`config.mk`:
```
export PLATFORM = sky130hd
export DESIGN_NAME = muldiv_seq
export DESIGN_NICKNAME = d
export VERILOG_FILES = /design/src/rtl/muldiv_seq.sv
export SDC_FILE = /design/constraint.sdc
export NUM_CORES = 1
export LEC_CHECK = 0
export ABC_AREA = 1
export CORE_MARGIN = 8
export CORE_UTILIZATION = 39
export DETAILED_ROUTE_END_ITERATION = 7
export PLACE_DENSITY = 0.63
export SLEW_MARGIN = 20
export SYNTH_ARGS = -nofsm -noshare
export SYNTH_HDL_FRONTEND = slang
export SYNTH_SLANG_ARGS = --single-unit
```
`constraint.sdc`:
```
create_clock -name clk -period 2.5 [get_ports clk]
set_clock_uncertainty 0.1 [all_clocks]
set_input_delay 0.5 -clock clk [delete_from_list [all_inputs] [get_ports clk]]
set_output_delay 0.5 -clock clk [all_outputs]
set_load 0.1 [all_outputs]
```
`src/rtl/muldiv_seq.sv`:
```
// muldiv_seq: iterative unsigned MULTU/DIVU sequencer for the Execute stage.
// Runs WIDTH shift-add (multiply) or restoring (divide) iterations, one per
// cycle, owns the HI/LO architectural registers and requests a pipeline stall
// while a result is pending and an instruction in E needs the unit.
module muldiv_seq #(
   parameter int WIDTH = 32
) (
   input  logic             clk,
   input  logic             rst,
   input  logic             start,
   input  logic             mul0_div1_sel,
   input  logic [WIDTH-1:0] src_a,
   input  logic [WIDTH-1:0] src_b,
   input  logic             hilo_rd,
   output logic             busy,
   output logic             stall,
   output logic             done,
   output logic             div_by_zero,
   output logic [WIDTH-1:0] hi,
   output logic [WIDTH-1:0] lo
);

   // Counter value of the final iteration; cnt is 6 bits so WIDTH <= 63.
   localparam logic [5:0] LAST_CNT = 6'(WIDTH - 1);

   typedef enum logic [1:0] {
      ST_IDLE = 2'd0,
      ST_RUN  = 2'd1,
      ST_DONE = 2'd2
   } state_t;

   // Control state
   state_t             state_r, state_s;
   logic [5:0]         cnt_r, cnt_s;
   logic               op_div_r, op_div_s;

   // Datapath state.
   // opnd_r : multiplicand (MULTU) or divisor (DIVU).
   // acc_r  : MULTU -> {partial product, remaining multiplier bits};
   //          DIVU  -> low half shifts dividend bits out / quotient bits in.
   // rem_r  : DIVU partial remainder between iterations (always < divisor).
   logic [WIDTH-1:0]   opnd_r, opnd_s;
   logic [2*WIDTH-1:0] acc_r, acc_s;
   logic [WIDTH-1:0]   rem_r, rem_s;

   // Architectural results
   logic [WIDTH-1:0]   hi_r, hi_s;
   logic [WIDTH-1:0]   lo_r, lo_s;
   logic               dbz_r, dbz_s;

   // Single-iteration datapath results
   logic [WIDTH:0]     mul_sum_s;
   logic [2*WIDTH-1:0] mul_acc_s;
   logic [WIDTH:0]     div_shift_s;
   logic               div_fits_s;
   logic [WIDTH-1:0]   div_rem_s;
   logic [WIDTH-1:0]   div_quo_s;

   // One shift-add multiply step: add multiplicand if the current multiplier
   // bit is set, keep the carry, then shift the whole accumulator right.
   always_comb begin
      mul_sum_s = {1'b0, acc_r[2*WIDTH-1:WIDTH]}
                + (acc_r[0] ? {1'b0, opnd_r} : {(WIDTH+1){1'b0}});
      mul_acc_s = {mul_sum_s, acc_r[WIDTH-1:1]};
   end

   // One restoring divide step: shift the next dividend bit into the
   // WIDTH+1 bit partial remainder and subtract the divisor if it fits.
   always_comb begin
      div_shift_s = {rem_r, acc_r[WIDTH-1]};
      div_fits_s  = (div_shift_s >= {1'b0, opnd_r});
      // When the divisor fits, the difference is below the divisor, so the
      // low WIDTH bits of the modular subtraction are exact.
      if (div_fits_s) begin
         div_rem_s = div_shift_s[WIDTH-1:0] - opnd_r;
      end else begin
         div_rem_s = div_shift_s[WIDTH-1:0];
      end
      div_quo_s = {acc_r[WIDTH-2:0], div_fits_s};
   end

   // Next-state and datapath update: accept, iterate, complete.
   always_comb begin
      state_s  = state_r;
      cnt_s    = cnt_r;
      op_div_s = op_div_r;
      opnd_s   = opnd_r;
      acc_s    = acc_r;
      rem_s    = rem_r;
      hi_s     = hi_r;
      lo_s     = lo_r;
      dbz_s    = dbz_r;

      case (state_r)
         ST_IDLE, ST_DONE: begin
            if (start) begin
               op_div_s = mul0_div1_sel;
               cnt_s    = 6'd0;
               dbz_s    = 1'b0;
               rem_s    = {WIDTH{1'b0}};
               if (mul0_div1_sel) begin
                  opnd_s = src_b;
                  acc_s  = {{WIDTH{1'b0}}, src_a};
               end else begin
                  opnd_s = src_a;
                  acc_s  = {{WIDTH{1'b0}}, src_b};
               end
               // Divide by zero skips iteration entirely and commits the
               // architecturally defined result straight away.
               if (mul0_div1_sel && (src_b == {WIDTH{1'b0}})) begin
                  state_s = ST_DONE;
                  hi_s    = src_a;
                  lo_s    = {WIDTH{1'b1}};
                  dbz_s   = 1'b1;
               end else begin
                  state_s = ST_RUN;
               end
            end else begin
               state_s = ST_IDLE;
            end
         end

         ST_RUN: begin
            // start is ignored here; the hazard unit re-presents it later.
            cnt_s = cnt_r + 6'd1;
            if (op_div_r) begin
               acc_s = {{WIDTH{1'b0}}, div_quo_s};
               rem_s = div_rem_s;
            end else begin
               acc_s = mul_acc_s;
               rem_s = rem_r;
            end

            if (cnt_r == LAST_CNT) begin
               // Final iteration commits straight into HI/LO.
               state_s = ST_DONE;
               cnt_s   = 6'd0;
               if (op_div_r) begin
                  hi_s = div_rem_s;
                  lo_s = div_quo_s;
               end else begin
                  hi_s = mul_acc_s[2*WIDTH-1:WIDTH];
                  lo_s = mul_acc_s[WIDTH-1:0];
               end
            end else begin
               state_s = ST_RUN;
            end
         end

         default: begin
            state_s = ST_IDLE;
            cnt_s   = 6'd0;
         end
      endcase
   end

   // State and datapath registers; reset aborts any operation in flight.
   always_ff @(posedge clk) begin
      if (!rst) begin
         state_r  <= ST_IDLE;
         cnt_r    <= 6'd0;
         op_div_r <= 1'b0;
         opnd_r   <= {WIDTH{1'b0}};
         acc_r    <= {(2*WIDTH){1'b0}};
         rem_r    <= {WIDTH{1'b0}};
         hi_r     <= {WIDTH{1'b0}};
         lo_r     <= {WIDTH{1'b0}};
         dbz_r    <= 1'b0;
      end else begin
         state_r  <= state_s;
         cnt_r    <= cnt_s;
         op_div_r <= op_div_s;
         opnd_r   <= opnd_s;
         acc_r    <= acc_s;
         rem_r    <= rem_s;
         hi_r     <= hi_s;
         lo_r     <= lo_s;
         dbz_r    <= dbz_s;
      end
   end

   // Status decode from the state register; stall stays combinational so
   // the hazard unit sees it in the same cycle as start/hilo_rd.
   assign busy        = (state_r == ST_RUN);
   assign done        = (state_r == ST_DONE);
   assign stall       = busy & (start | hilo_rd);
   assign div_by_zero = dbz_r;
   assign hi          = hi_r;
   assign lo          = lo_r;

endmodule

```
==> impl_metrics.yaml <==
yosys:
  synth_top_cells_by_area: "dfxtp_1 28%, nand2_1 18%, inv_1 9.8%"
  synth-edff-count: 0
  synth.distinct_cells: 49
  synth_cells: 2389
  ys_ff_latch: 202
  async_flop_share_pct: 0
  syn-num-nets: 2525
  synth_top_area_share_pct: 28.2
  ys.warnings.count: 0
  synth-seq-area-share_pct: 28.2
  synthFlopType: "dfxtp_1"
  synthesis.area_um2: 14300
  yosysTopAreaCell: "dfxtp_1"
  syn_area_per_cell_um2: 6.00
routing:
  routed_via_density: 5.30
  drt_iter0_markers: 1485
  wirelength_um: 62700
  ant_nets: 0
  routedWlPerCell_um: 19.0
  num_vias: 17400
  drc: 0
  firstDrtPassIters: 6
global_route:
  grt_pass1_vias: 16400
  grt_pass1_wl_um: 93500
  gr-total-overflow: 0
  met1_usage_pct: 35.0
  grt_antenna_before_repair: 1
  grtUsageTotal_pct: 27.0
  busiest_layer: "met2"
  met2_usage_pct: 43.7
  grt_use_met3_pct: 4.77
  grt_max_degree: 107
placement:
  dpl.hpwl_um: 47700
  placed_cells: 3218
  dpl_worst_slack_ps: -371
  io_buffers: 136
  place_area_um2: 18300
  gp_congestion: 0.958
clock_network:
  clk_latency_ps: 540
  path_clk_slew_ps: 60
  cts_buffer_depth: 3
  cts.sinks: 202
  cts_htree_levels: 1
  ctsRootBufferMaster: "clkbuf_16"
  cts_made_buffers: 24
  cts_hold_buf: 0
  tritoncts: "built"
timing:
  fin_crit_ps: 2530
  slew_headroom_pct: 63.5
  setup_ws_ps: -32.9
  min_period_over_period_pct: 101
  fmax_mhz: 395
  finalHoldViolCount: 0
  tightestPinTransition_ps: 547
  whs_ps: 272
  rsz0062_at_grt: "true"
  finalSetupViolCount: 1
  slew_violations: 0
  tns_ps: -32.9
status:
  violations: "negative setup slack"
  status: "finished, violations left"
floorplanning:
  start_util_pct: 39.3
  rows: 70
  core_area_um2: 36400
  num_io_pins: 137
  die_width_um: 208
  die_y_um: 208
  fp.dieArea_um2: 43100
power:
  ir_worst_vdd_v: 0.000519
  pwr_density_cell_nw_per_um2: 455
  leakage_nw: 10.7
  total_power_mw: 9.90
finish:
  fill_cells: 3412
  drive_gt1_share_pct: 34.8
  antenna_cells: 0
  multi_input_area_um2: 10600
  final_cell_mix: "549 x nand2_1, 376 x buf_4, 313 x inv_1, 238 x a21oi_1, 174 x dfxtp_1"
  fin_cells: 3292
  layout.cells.most_common: "nand2_1"
  stdcell_area_um2: 21800
  seqCellArea_um2: 4090
  nets: 2942
  final_core_util_pct: 59.8
  area_growth_pct: 52.0
critical_path:
  critical_path_class: "flop to flop"
  path_cells: "nand2_2, inv_2, ha_4, inv_2, fa_2, inv_2, nand3_2, nand3_4, nand2_2, nand2_2, buf_6, xor2_1, nand2_1, nand2_2, nor2_4, nand3_2, nand3_2, inv_1"
  end_kind: "flop"
  slowest_stage: "dfxtp_4"
  cp.arrival_ps: 2870
  max_stage_delay_ps: 450
  cp_common_cell: "nand2_2"
  cp.required_ps: 2840
  worst-path-max-fanout: 7
  start_kind: "flop"
flow_run:
  drv_cap: 0
min_path:
  hp-class: "input port to flop"
## Yosys cell counts (all sizes together), types with 2 or more instances
cell / instances
and3: 2
ha: 65
a21oi: 280
and2: 2
a211oi: 3
nand3b: 12
o21a: 2
nor3: 14
a31oi: 2
inv: 388
buf: 36
nor4: 2
a22oi: 11
nor2: 189
xor2: 11
clkbuf: 60
fa: 2
o211ai: 12
o21bai: 14
o22ai: 12
nand2: 714
o21ai: 147
xnor2: 6
nand4: 30
or2: 13
dfxtp: 202
nand3: 150
a21o: 2
## per-layer routing
layer / vias to the layer above / share of wire, %
met1: 8123 / 42
met5: - / 0
met2: 712 / 45
li1: 8461 / -
met3: 139 / 8.1
met4: 0 / 4.6
## critical path, delay by kind of cell, from the launching register on
kind | cells | cell delay, ps
xor gates and xnor gates | 1 | 60
adders and majority gates | 2 | 500
buffers and inverters | 5 | 330
DFF | 1 | 450
and+or+nand+nor | 10 | 980
## path summary, 6_finish.rpt
| path | from | to | slack (ps) | cells after the start |
|---|---|---|---|---|
| max reg2reg | acc_r[0]$_SDFFE_PN0P_ | hi[5]$_SDFFE_PN0P_ | -30 | 18 |
| min | mul0_div1_sel | opnd_r[0]$_SDFFE_PN0P_ | 270 | 4 |
| min reg2reg | acc_r[18]$_SDFFE_PN0P_ | acc_r[18]$_SDFFE_PN0P_ | 370 | 2 |
| max | acc_r[0]$_SDFFE_PN0P_ | hi[5]$_SDFFE_PN0P_ | -30 | 18 |
## cells by family after synthesis
family                     Yosys count  synth area share [%]
buffers and inverters              484                  13.2
DFF                                202                  28.2
AOI/OAI and AO/OA                  490                  18.6
adders and majority gates           67                  5.96
xor gates and xnor gates            17                  1.04
and+or+nand+nor                   1129                  33.0
## final cells by class
cell class	count	share of cell area [%]
multi-input combinational	1704	48.6
sequential	202	18.8
tap	468	2.69
clock inverter	13	0.931
inverter	388	6.76
timing repair buffer	486	19.2
clock buffer	31	3.06
## power breakdown
group / switching [mW] / internal [mW] / total, mW
combinational: 1.54 / 1.08 / 2.63
clock: 1.53 / 2.32 / 3.85
sequential: 0.0930 / 3.33 / 3.42
## registers in the layout, indices dropped and copies added, names as in the netlist
signal / flops
acc_r: 64
cnt_r: 6
div_by_zero: 1
hi: 32
lo: 32
op_div_r: 1
opnd_r: 32
rem_r: 32
state_r: 2
## repair_timing
| action | 4_1_cts | 5_1_grt |
|---|---|---|
| resized for setup | 133 | 455 |
| gates cloned | 1 | 3 |
| endpoints found under the setup margin | 82 | 86 |
| setup buffers | 10 | 21 |
| pin swaps | 19 | 165 |
(Power assumes the default switching activity.)
